File: src/rtl/twos_cla_pkg.sv
// Shared mode codes and FSM state encoding for the sequential two's-complement unit.
package twos_cla_pkg;
  localparam logic [1:0] MODE_PASS = 2'b00;
  localparam logic [1:0] MODE_INC  = 2'b01;
  localparam logic [1:0] MODE_NEG  = 2'b10;
  localparam logic [1:0] MODE_ABS  = 2'b11;

  typedef enum logic [1:0] {
    ST_IDLE = 2'd0,
    ST_RUN  = 2'd1,
    ST_DONE = 2'd2
  } state_t;
endpackage

File: src/rtl/twos_cla_slice.sv
// Combinational CHUNK-bit lookahead incrementer: each carry is CIN ANDed with all lower bits.
module twos_cla_slice #(
  parameter int CHUNK = 4
) (
  input  logic [CHUNK-1:0] i_b,
  input  logic             i_cin,
  output logic [CHUNK-1:0] o_s,
  output logic             o_cout
);
  logic [CHUNK:0] w_c;

  always_comb begin
    w_c[0] = i_cin;
    for (int i = 1; i <= CHUNK; i++) w_c[i] = w_c[i-1] & i_b[i-1];
  end

  assign o_s    = i_b ^ w_c[CHUNK-1:0];
  assign o_cout = w_c[CHUNK];
endmodule

File: src/rtl/twos_cla_seq.sv
// Multi-cycle PASS/INC/NEG/ABS unit: one incrementer slice per cycle, LSB first,
// finishing as soon as the carry dies.
module twos_cla_seq
  import twos_cla_pkg::*;
#(
  parameter int WIDTH = 32,
  parameter int CHUNK = 4
) (
  input  logic             clk,
  input  logic             rst_n,
  input  logic             in_valid,
  output logic             in_ready,
  input  logic [WIDTH-1:0] in_data,
  input  logic [1:0]       in_mode,
  output logic             out_valid,
  input  logic             out_ready,
  output logic [WIDTH-1:0] out_data,
  output logic             out_cout,
  output logic             out_ovf,
  output logic             busy
);
  localparam int NSLICE = WIDTH / CHUNK;
  localparam int IW     = (NSLICE > 1) ? $clog2(NSLICE) : 1;
  localparam logic [IW-1:0] LAST = IW'(NSLICE - 1);

  state_t           r_state;
  logic [WIDTH-1:0] r_res, r_data;
  logic [IW-1:0]    r_idx;
  logic             r_carry, r_bmsb, r_cout, r_ovf;
  logic [1:0]       r_mode;

  logic             w_neg, w_cin, w_cout, w_last, w_stop, w_msb, w_ovf;
  logic [WIDTH-1:0] w_opnd, w_res_nx;
  logic [CHUNK-1:0] w_b, w_s;

  assign w_neg  = (in_mode == MODE_NEG) || ((in_mode == MODE_ABS) && in_data[WIDTH-1]);
  assign w_cin  = (in_mode == MODE_INC) || w_neg;
  assign w_opnd = w_neg ? ~in_data : in_data;

  assign w_b = r_res[r_idx*CHUNK +: CHUNK];

  twos_cla_slice #(.CHUNK(CHUNK)) u_slice (
    .i_b    (w_b),
    .i_cin  (r_carry),
    .o_s    (w_s),
    .o_cout (w_cout)
  );

  always_comb begin
    w_res_nx = r_res;
    w_res_nx[r_idx*CHUNK +: CHUNK] = w_s;
  end

  assign w_last = (r_idx == LAST);
  assign w_stop = !w_cout || w_last;
  assign w_msb  = w_res_nx[WIDTH-1];
  // Only INC, NEG and negative ABS ever reach RUN; the latter two overflow on the most-negative input.
  assign w_ovf  = (r_mode == MODE_INC) ? (~r_bmsb & w_msb) : (r_bmsb & w_msb);

  assign in_ready  = rst_n && (r_state == ST_IDLE);
  assign out_valid = (r_state == ST_DONE);
  assign busy      = (r_state != ST_IDLE);
  assign out_data  = r_data;
  assign out_cout  = r_cout;
  assign out_ovf   = r_ovf;

  always_ff @(posedge clk or negedge rst_n) begin
    if (!rst_n) begin
      r_state <= ST_IDLE;
      r_res   <= '0;
      r_data  <= '0;
      r_idx   <= '0;
      r_carry <= 1'b0;
      r_bmsb  <= 1'b0;
      r_mode  <= MODE_PASS;
      r_cout  <= 1'b0;
      r_ovf   <= 1'b0;
    end else begin
      case (r_state)
        ST_IDLE: if (in_valid) begin
          r_res   <= w_opnd;
          r_idx   <= '0;
          r_carry <= w_cin;
          r_bmsb  <= in_data[WIDTH-1];
          r_mode  <= in_mode;
          if (!w_cin) begin
            r_data  <= w_opnd;
            r_cout  <= 1'b0;
            r_ovf   <= 1'b0;
            r_state <= ST_DONE;
          end else begin
            r_state <= ST_RUN;
          end
        end
        ST_RUN: begin
          r_res   <= w_res_nx;
          r_carry <= w_cout;
          r_idx   <= r_idx + 1'b1;
          if (w_stop) begin
            r_data  <= w_res_nx;
            r_cout  <= w_cout & w_last;
            r_ovf   <= w_ovf;
            r_state <= ST_DONE;
          end
        end
        ST_DONE: if (out_ready) r_state <= ST_IDLE;
        default: r_state <= ST_IDLE;
      endcase
    end
  end
endmodule

File: config.mk
export PLATFORM = sky130hd
export DESIGN_NAME = twos_cla_seq
export DESIGN_NICKNAME = d
export VERILOG_FILES = /design/src/rtl/twos_cla_pkg.sv /design/src/rtl/twos_cla_slice.sv /design/src/rtl/twos_cla_seq.sv
export SDC_FILE = /design/constraint.sdc
export NUM_CORES = 1
export LEC_CHECK = 0
export ABC_AREA = 1
export CORE_ASPECT_RATIO = 1.4
export CORE_MARGIN = 2
export CORE_UTILIZATION = 25
export DETAILED_ROUTE_END_ITERATION = 7
export PLACE_DENSITY = 0.48
export REMOVE_ABC_BUFFERS = 1
export SYNTH_ARGS = -nofsm -noshare
export SYNTH_HDL_FRONTEND = slang
export SYNTH_SLANG_ARGS = --single-unit
File: constraint.sdc
create_clock -name clk -period 3.9 [get_ports clk]
set_clock_uncertainty 0.1 [all_clocks]
set_input_delay 0.78 -clock clk [delete_from_list [all_inputs] [get_ports clk]]
set_output_delay 0.78 -clock clk [all_outputs]
set_load 0.05 [all_outputs]
# Word-level counts from Yosys, hierarchy flattened
# Cells that the tools add are included.
dict set report totals {
  out_inout_bits 37
  inputBits 38
  ff_bits 75
}
dict set report classes {
  bitwise_logic 10
  mux 24
  shift 3
  n_reduce_logical 13
  add_sub_neg 2
  n_eq_ne 11
}
# cell n
set ops {}
lappend ops {{32-bit two-way mux} 5}
lappend ops {{32-bit one-hot mux with 2 select lines} 2}
lappend ops {{5-bit negation with 34-bit output} 1}
lappend ops {{4-bit by 34-bit variable shift with 32-bit output, first input constant} 1}
lappend ops {{4-bit by 34-bit indexed part select with 32-bit output} 1}
lappend ops {{32-bit bitwise mux} 1}
lappend ops {{32-bit NOT} 1}
lappend ops {{32-bit by 6-bit indexed part select with 4-bit output} 1}
lappend ops {{2-bit two-way mux} 4}
lappend ops {{1-bit AND} 7}
lappend ops {{2-bit by 1-bit == test with 1-bit output, second input constant} 3}
lappend ops {{2-bit == test, second input constant} 3}
lappend ops {{1-bit two-way mux} 6}
lappend ops {{2-bit inequality test, second input constant} 3}
lappend ops {{1-bit one-hot mux with 2 select lines} 3}
lappend ops {{2-bit one-hot mux with 3 select lines} 1}
lappend ops {{3-bit one-hot mux with 2 select lines} 1}
lappend ops {{2-bit AND reduction} 2}
lappend ops {{4-bit AND reduction} 1}
lappend ops {{2-bit nonzero test} 2}
lappend ops {{4-bit bitwise XOR} 1}
lappend ops {{3-bit by 1-bit adder with 3-bit output, second input constant} 1}
lappend ops {{3-bit == test, second input constant} 1}
lappend ops {{1-bit logical OR} 3}
lappend ops {{7 further kinds} 8}

# Logic depth before layout (Yosys ltp)
dict set report depth {
  ltp_word 11
  mapped_depth 19
}

# Modules after synthesis
# From an unflattened synthesis, not the netlist that was laid out.
dict set report unflattened {
  cells_unflattened 640
  hier_area_um2 4449.3
}
# mod cells_per_inst n_inst seq_area_each_um2 area_each_um2
set modules_own_cells {}
lappend modules_own_cells {twos_cla_seq 636 1 1876.8 4399.2}
lappend modules_own_cells {twos_cla_slice 4 1 0.0 50.0}

# Worst setup path after synthesis
# Ideal clock, no wire load.
dict set report synth_timing {
  kind {reg2reg}
  start {register r_idx[0]}
  end {register r_ovf, in the netlist out_ovf}
  n_path_buf 3
  t_arrival_ns 2.622
  required_time_ns 3.734
  slack_ns 1.112
  path_stages_with_launch 19
  setup_time_ns 0.066
  synth_period_minus_slack_ns 2.788
  path_cell_list {dfrtp_1 > buf_4 > inv_2 > buf_2 > buf_2 > a21oi_1 > o21ai_0 > a31oi_1 > ha_1 > ha_1 > ha_1 > ha_1 > nand2_1 > nor2_1 > inv_1 > nand2_1 > nand3_1 > nand3b_1 > nand2_1}
}
dict set report synth_between {
  elab_chain_cells 11
  elab_cells_between_ends 20
  classes_between {add/sub (1); eq/ne (2); shift (3); mux (4); bitwise (7); reduce/logical (3)}
}
# element line
set synth_lines {}
lappend synth_lines {{from (decl)} twos_cla_seq.sv:28} ;# logic [IW-1:0] r_idx;
lappend synth_lines {{from (signal assigned)} twos_cla_seq.sv:98} ;# r_idx <= r_idx + 1'b1;
lappend synth_lines {{32-bit by 6-bit indexed part select with 4-bit output} twos_cla_seq.sv:40} ;# assign w_b = r_res[r_idx*CHUNK +: CHUNK];
lappend synth_lines {{1-bit AND (3 in series)} twos_cla_slice.sv:14} ;# for (int i = 1; i <= CHUNK; i++) w_c[i] = w_c[i-1] & i_b[i-1];
lappend synth_lines {{4-bit bitwise XOR} twos_cla_slice.sv:17} ;# assign o_s = i_b ^ w_c[CHUNK-1:0];
lappend synth_lines {{4-bit by 34-bit indexed part select with 32-bit output} twos_cla_seq.sv:51} ;# w_res_nx[r_idx*CHUNK +: CHUNK] = w_s;
lappend synth_lines {{32-bit bitwise mux} twos_cla_seq.sv:51}
lappend synth_lines {{1-bit AND} twos_cla_seq.sv:58} ;# assign w_ovf = (r_mode == MODE_INC) ? (~r_bmsb & w_msb) : (r_bmsb & w_msb);
lappend synth_lines {{1-bit two-way mux} twos_cla_seq.sv:58}
lappend synth_lines {{1-bit two-way mux} twos_cla_seq.sv:99} ;# if (w_stop) begin
lappend synth_lines {{1-bit one-hot mux with 2 select lines} twos_cla_seq.sv:79} ;# case (r_state)
lappend synth_lines {{to (signal assigned)} twos_cla_seq.sv:102} ;# r_ovf <= w_ovf;
lappend synth_lines {{to (decl)} twos_cla_seq.sv:29} ;# logic r_carry, r_bmsb, r_cout, r_ovf;
# Parallel ways exist; a longest one is shown, timed or not. The select of a mux whose other input is x is not followed.
# A chain may end at the register's enable or synchronous reset.

# Final worst setup path
dict set report layout_timing {
  start {register r_idx[0]}
  end {register r_data[7], in the netlist out_data[7]}
}
dict set report layout_between {
  elab_chain_cells 9
  elab_cells_between_ends 17
  classes_between {add/sub (1); eq/ne (2); shift (3); mux (3); bitwise (5); reduce/logical (3)}
}
# element line
set layout_lines {}
lappend layout_lines {{32-bit by 6-bit indexed part select with 4-bit output} twos_cla_seq.sv:40}
lappend layout_lines {{1-bit AND (3 in series)} twos_cla_slice.sv:14}
lappend layout_lines {{4-bit bitwise XOR or 1-bit AND (tied branches)} {twos_cla_slice.sv:17, twos_cla_slice.sv:14}}
lappend layout_lines {{4-bit by 34-bit indexed part select with 32-bit output or 1-bit logical NOT (tied branches)} {twos_cla_seq.sv:51, twos_cla_seq.sv:55}}
lappend layout_lines {{32-bit bitwise mux or 1-bit logical OR (tied branches)} {twos_cla_seq.sv:51, twos_cla_seq.sv:55}}
lappend layout_lines {{32-bit two-way mux or 2-bit inequality test (tied branches)} n/a}
lappend layout_lines {{32-bit one-hot mux with 2 select lines or 4-bit AND reduction (tied branches)} n/a}
lappend layout_lines {{to (signal assigned)} twos_cla_seq.sv:87} ;# r_data <= w_opnd;
lappend layout_lines {{to (signal assigned)} twos_cla_seq.sv:100} ;# r_data <= w_res_nx;
lappend layout_lines {{to (decl)} twos_cla_seq.sv:27} ;# logic [WIDTH-1:0] r_res, r_data;
# Parallel ways exist; a longest one is shown, timed or not. The select of a mux whose other input is x is not followed.

==> flow_metrics.tcl <==
set metrics [dict create \
    outcome "finished clean" \
    cp-end-kind "flop" \
    maxCapViolCount 0 \
    top_usage_layer "met2" \
    start_util 0.2553 \
    setup_viol_count_final 0 \
    h-tree-depth 3 \
    min_path_type "input port to async pin" \
    multi_input_area_um2 2409 \
    drc 0 \
    ioPinCount 75 \
    cp_max_fo 28 \
    clockBufferDepth 2 \
    post_cts_resized 0 \
    synthArstFlopShare 1.000 \
    dr.pass1.iters 4 \
    nets 748 \
    cellLeakagePower_nw 2.678 \
    fill_cells 1936 \
    yosys-top-cells-area "dfrtp_1 41%, nand2_1 19%, nand3_1 11%" \
    synth_edf_count 0 \
    synth_cell_types 36 \
    fin_cells 946 \
    drtIter0Drc 172 \
    tightest_slew_ps 858.7 \
    post-route-min-period_ps 3149 \
    synth_top_area_frac 0.4102 \
    globalRoute.totalOverflow 0 \
    rr_worst_depth 16 \
    core_area_um2 17920 \
    wl_per_cell_um 15.30 \
    regArea_um2 1877 \
    timing.rr.end "out_data[7]" \
    grt_setup_unrepaired "false" \
    clock-sinks 75 \
    syn_inst 648 \
    ff2ff_setup_slack_ps 750 \
    io_buffer_count 74 \
    rows 58 \
    slew_viol_final 0 \
    cts_tree "built" \
    hold_viol 0 \
    drt_wl_total_mm 14.47 \
    cts_buffers 9 \
    dieHeight_um 164.1 \
    clk_pin_slew_ps 60 \
    r2r-start "r_idx[0]" \
    cts_root_buf "clkbuf_16" \
    fin_hold_ws_ps 179.8 \
    die_x_um 118.3 \
    synth_area_um2 4576 \
    ys_ff_latch 75 \
    antenna_found_initial 0 \
    track_usage 0.1522 \
    synth.yosys.seq_area_share 0.4102 \
    required_ps 4020 \
    min_period_over_period 0.8074 \
    met1_usage 0.1839 \
    grt_pass1_wl_mm 23.36 \
    diodes 0 \
    hpwl_mm 10.43 \
    drive_above_1_share 0.09773 \
    finalPower_mw 4.922 \
    max_freq_mhz 317.6 \
    postCtsSetupBuffers 0 \
    grt_max_degree 65 \
    hold_buffers 0 \
    grt_pass1_vias 4328 \
    timing_worst_setup_path_type "flop to flop" \
    cellPowerDensity_nw_per_um2 843.2 \
    vdd_ir_drop_max_mv 0.2642 \
    synth_area_leader_cell "dfrtp_1" \
    dp_cells 931 \
    startpoint_type "flop" \
    ant_nets 0 \
    die_area_um2 19420 \
    use_met2 0.2769 \
    fin_tns_setup_ps 0 \
    routed_via_density 4.568 \
    area_delta_synth_final_pct 27.56 \
    clkLatencyLatePin_ps 340 \
    synth_flop_cell "dfrtp_1" \
    yosysWarnings 0 \
    vias 4321 \
    syn_area_per_cell_um2 7.061 \
    gp_congestion 0.9031 \
    slew-limit-headroom 0.4276 \
    met3_usage 0.02153 \
    cp.arrival_ps 3270 \
]
[state kept, by name, summed over array words and instances, names as in the netlist]
| register | count |
|---|---|
| r_mode | 2 |
| r_state | 2 |
| out_cout | 1 |
| out_data | 32 |
| r_carry | 1 |
| out_ovf | 1 |
| r_res | 32 |
| r_idx | 3 |
| r_bmsb | 1 |
[where the power goes]
group	internal (mW)	leakage [nW]	switching, mW
Sequential	1.12	0.935	0.270
Combinational	0.793	1.57	1.74
Clock	0.657	0.168	0.342
Total	2.57	2.68	2.35
[per-stage QoR]
stage	setup WS, ps	util	area [µm²]
after global routing	500.7	0.3256	5837
after detailed placement	742.7	0.3061	5487
after floorplan	720.8	-	4388
after CTS	724.4	0.3256	5837
after global placement	856.7	0.3061	5487
final	751.1	0.3256	5837
[worst max-delay path: stages (launching register included)]
cell     delay [ps]
dfrtp_1         390
buf_4           230
o21ai_0         240
o21ai_0         100
a21oi_1         130
a31oi_1          60
ha_1            190
ha_1            200
ha_1            180
ha_1            210
nand2_2          90
nor2_1           40
nor2_1          160
nand2_4         250
buf_4           310
nand2_1          80
o21ai_1          60
[routing by layer]
metal | share of wire | wire length [µm] | vias up
met4 | 0.014 | 207 | 0
met5 | 0 | 0 | -
met3 | 0.026 | 378 | 12
met1 | 0.44 | 6417 | 2018
li1 | - | - | 2228
met2 | 0.52 | 7470 | 63
[cells in the final DEF (no fill, tap or decap), types with 3 or more instances in the layout]
cell,netlist,layout
nand4_1,10,10
clkbuf_16,0,9
inv_2,8,8
inv_1,18,18
o21ai_1,22,22
ha_1,8,8
dfrtp_1,75,75
a31oi_1,4,4
xor2_1,4,4
clkdlybuf4s50_1,0,73
nand2_1,226,226
nand3_1,96,96
or2_2,27,27
a21oi_1,7,7
buf_4,6,8
o21ai_0,39,39
nor3_1,4,4
nor2_1,42,42
bufinv_16,0,3
[area by class of cell]
cell class / instances / area share
Clock inverter: 4 / 0.01672
Tap cell: 240 / 0.05145
Multi-Input combinational cell: 507 / 0.4126
Clock buffer: 11 / 0.04330
Sequential cell: 75 / 0.3215
Inverter: 28 / 0.01886
Timing Repair Buffer: 81 / 0.1355
[synthesized netlist by cell type (3+ instances only)]
cell type / n
or2_2: 27
inv_2: 8
buf_1: 3
buf_2: 11
nand2_1: 226
ha_1: 8
o21ai_1: 22
xor2_1: 4
dfrtp_1: 75
o21ai_0: 39
a21oi_1: 7
nor2_1: 42
inv_1: 18
nand4_1: 10
nand3_1: 96
buf_4: 6
nor3_1: 4
a31oi_1: 4
clkbuf_1: 16
[kinds of logic after synthesis]
kind of cell	synth area share
adder cells (fa/ha/maj)	0.02188
AND/OR/NAND/NOR	0.4001
flip-flops	0.4102
AO/OA/AOI/OAI	0.09325
buffers and inverters	0.06508
XOR/XNOR	0.009570
[worst max path at each step]
stage | startpoint | end | slack [ps] | depth (start not counted)
finish | r_idx[0] | out_data[7] | 750 | 16
global route | r_idx[0] | out_data[21] | 500 | 15
CTS | r_idx[0] | out_data[5] | 720 | 16
detailed placement | r_idx[0] | out_data[5] | 740 | 16
global placement | r_idx[0] | out_data[7] | 860 | 13
floorplan | r_idx[0] | out_data[10] | 720 | 16
No activity file was read; power rests on OpenSTA's default activity.
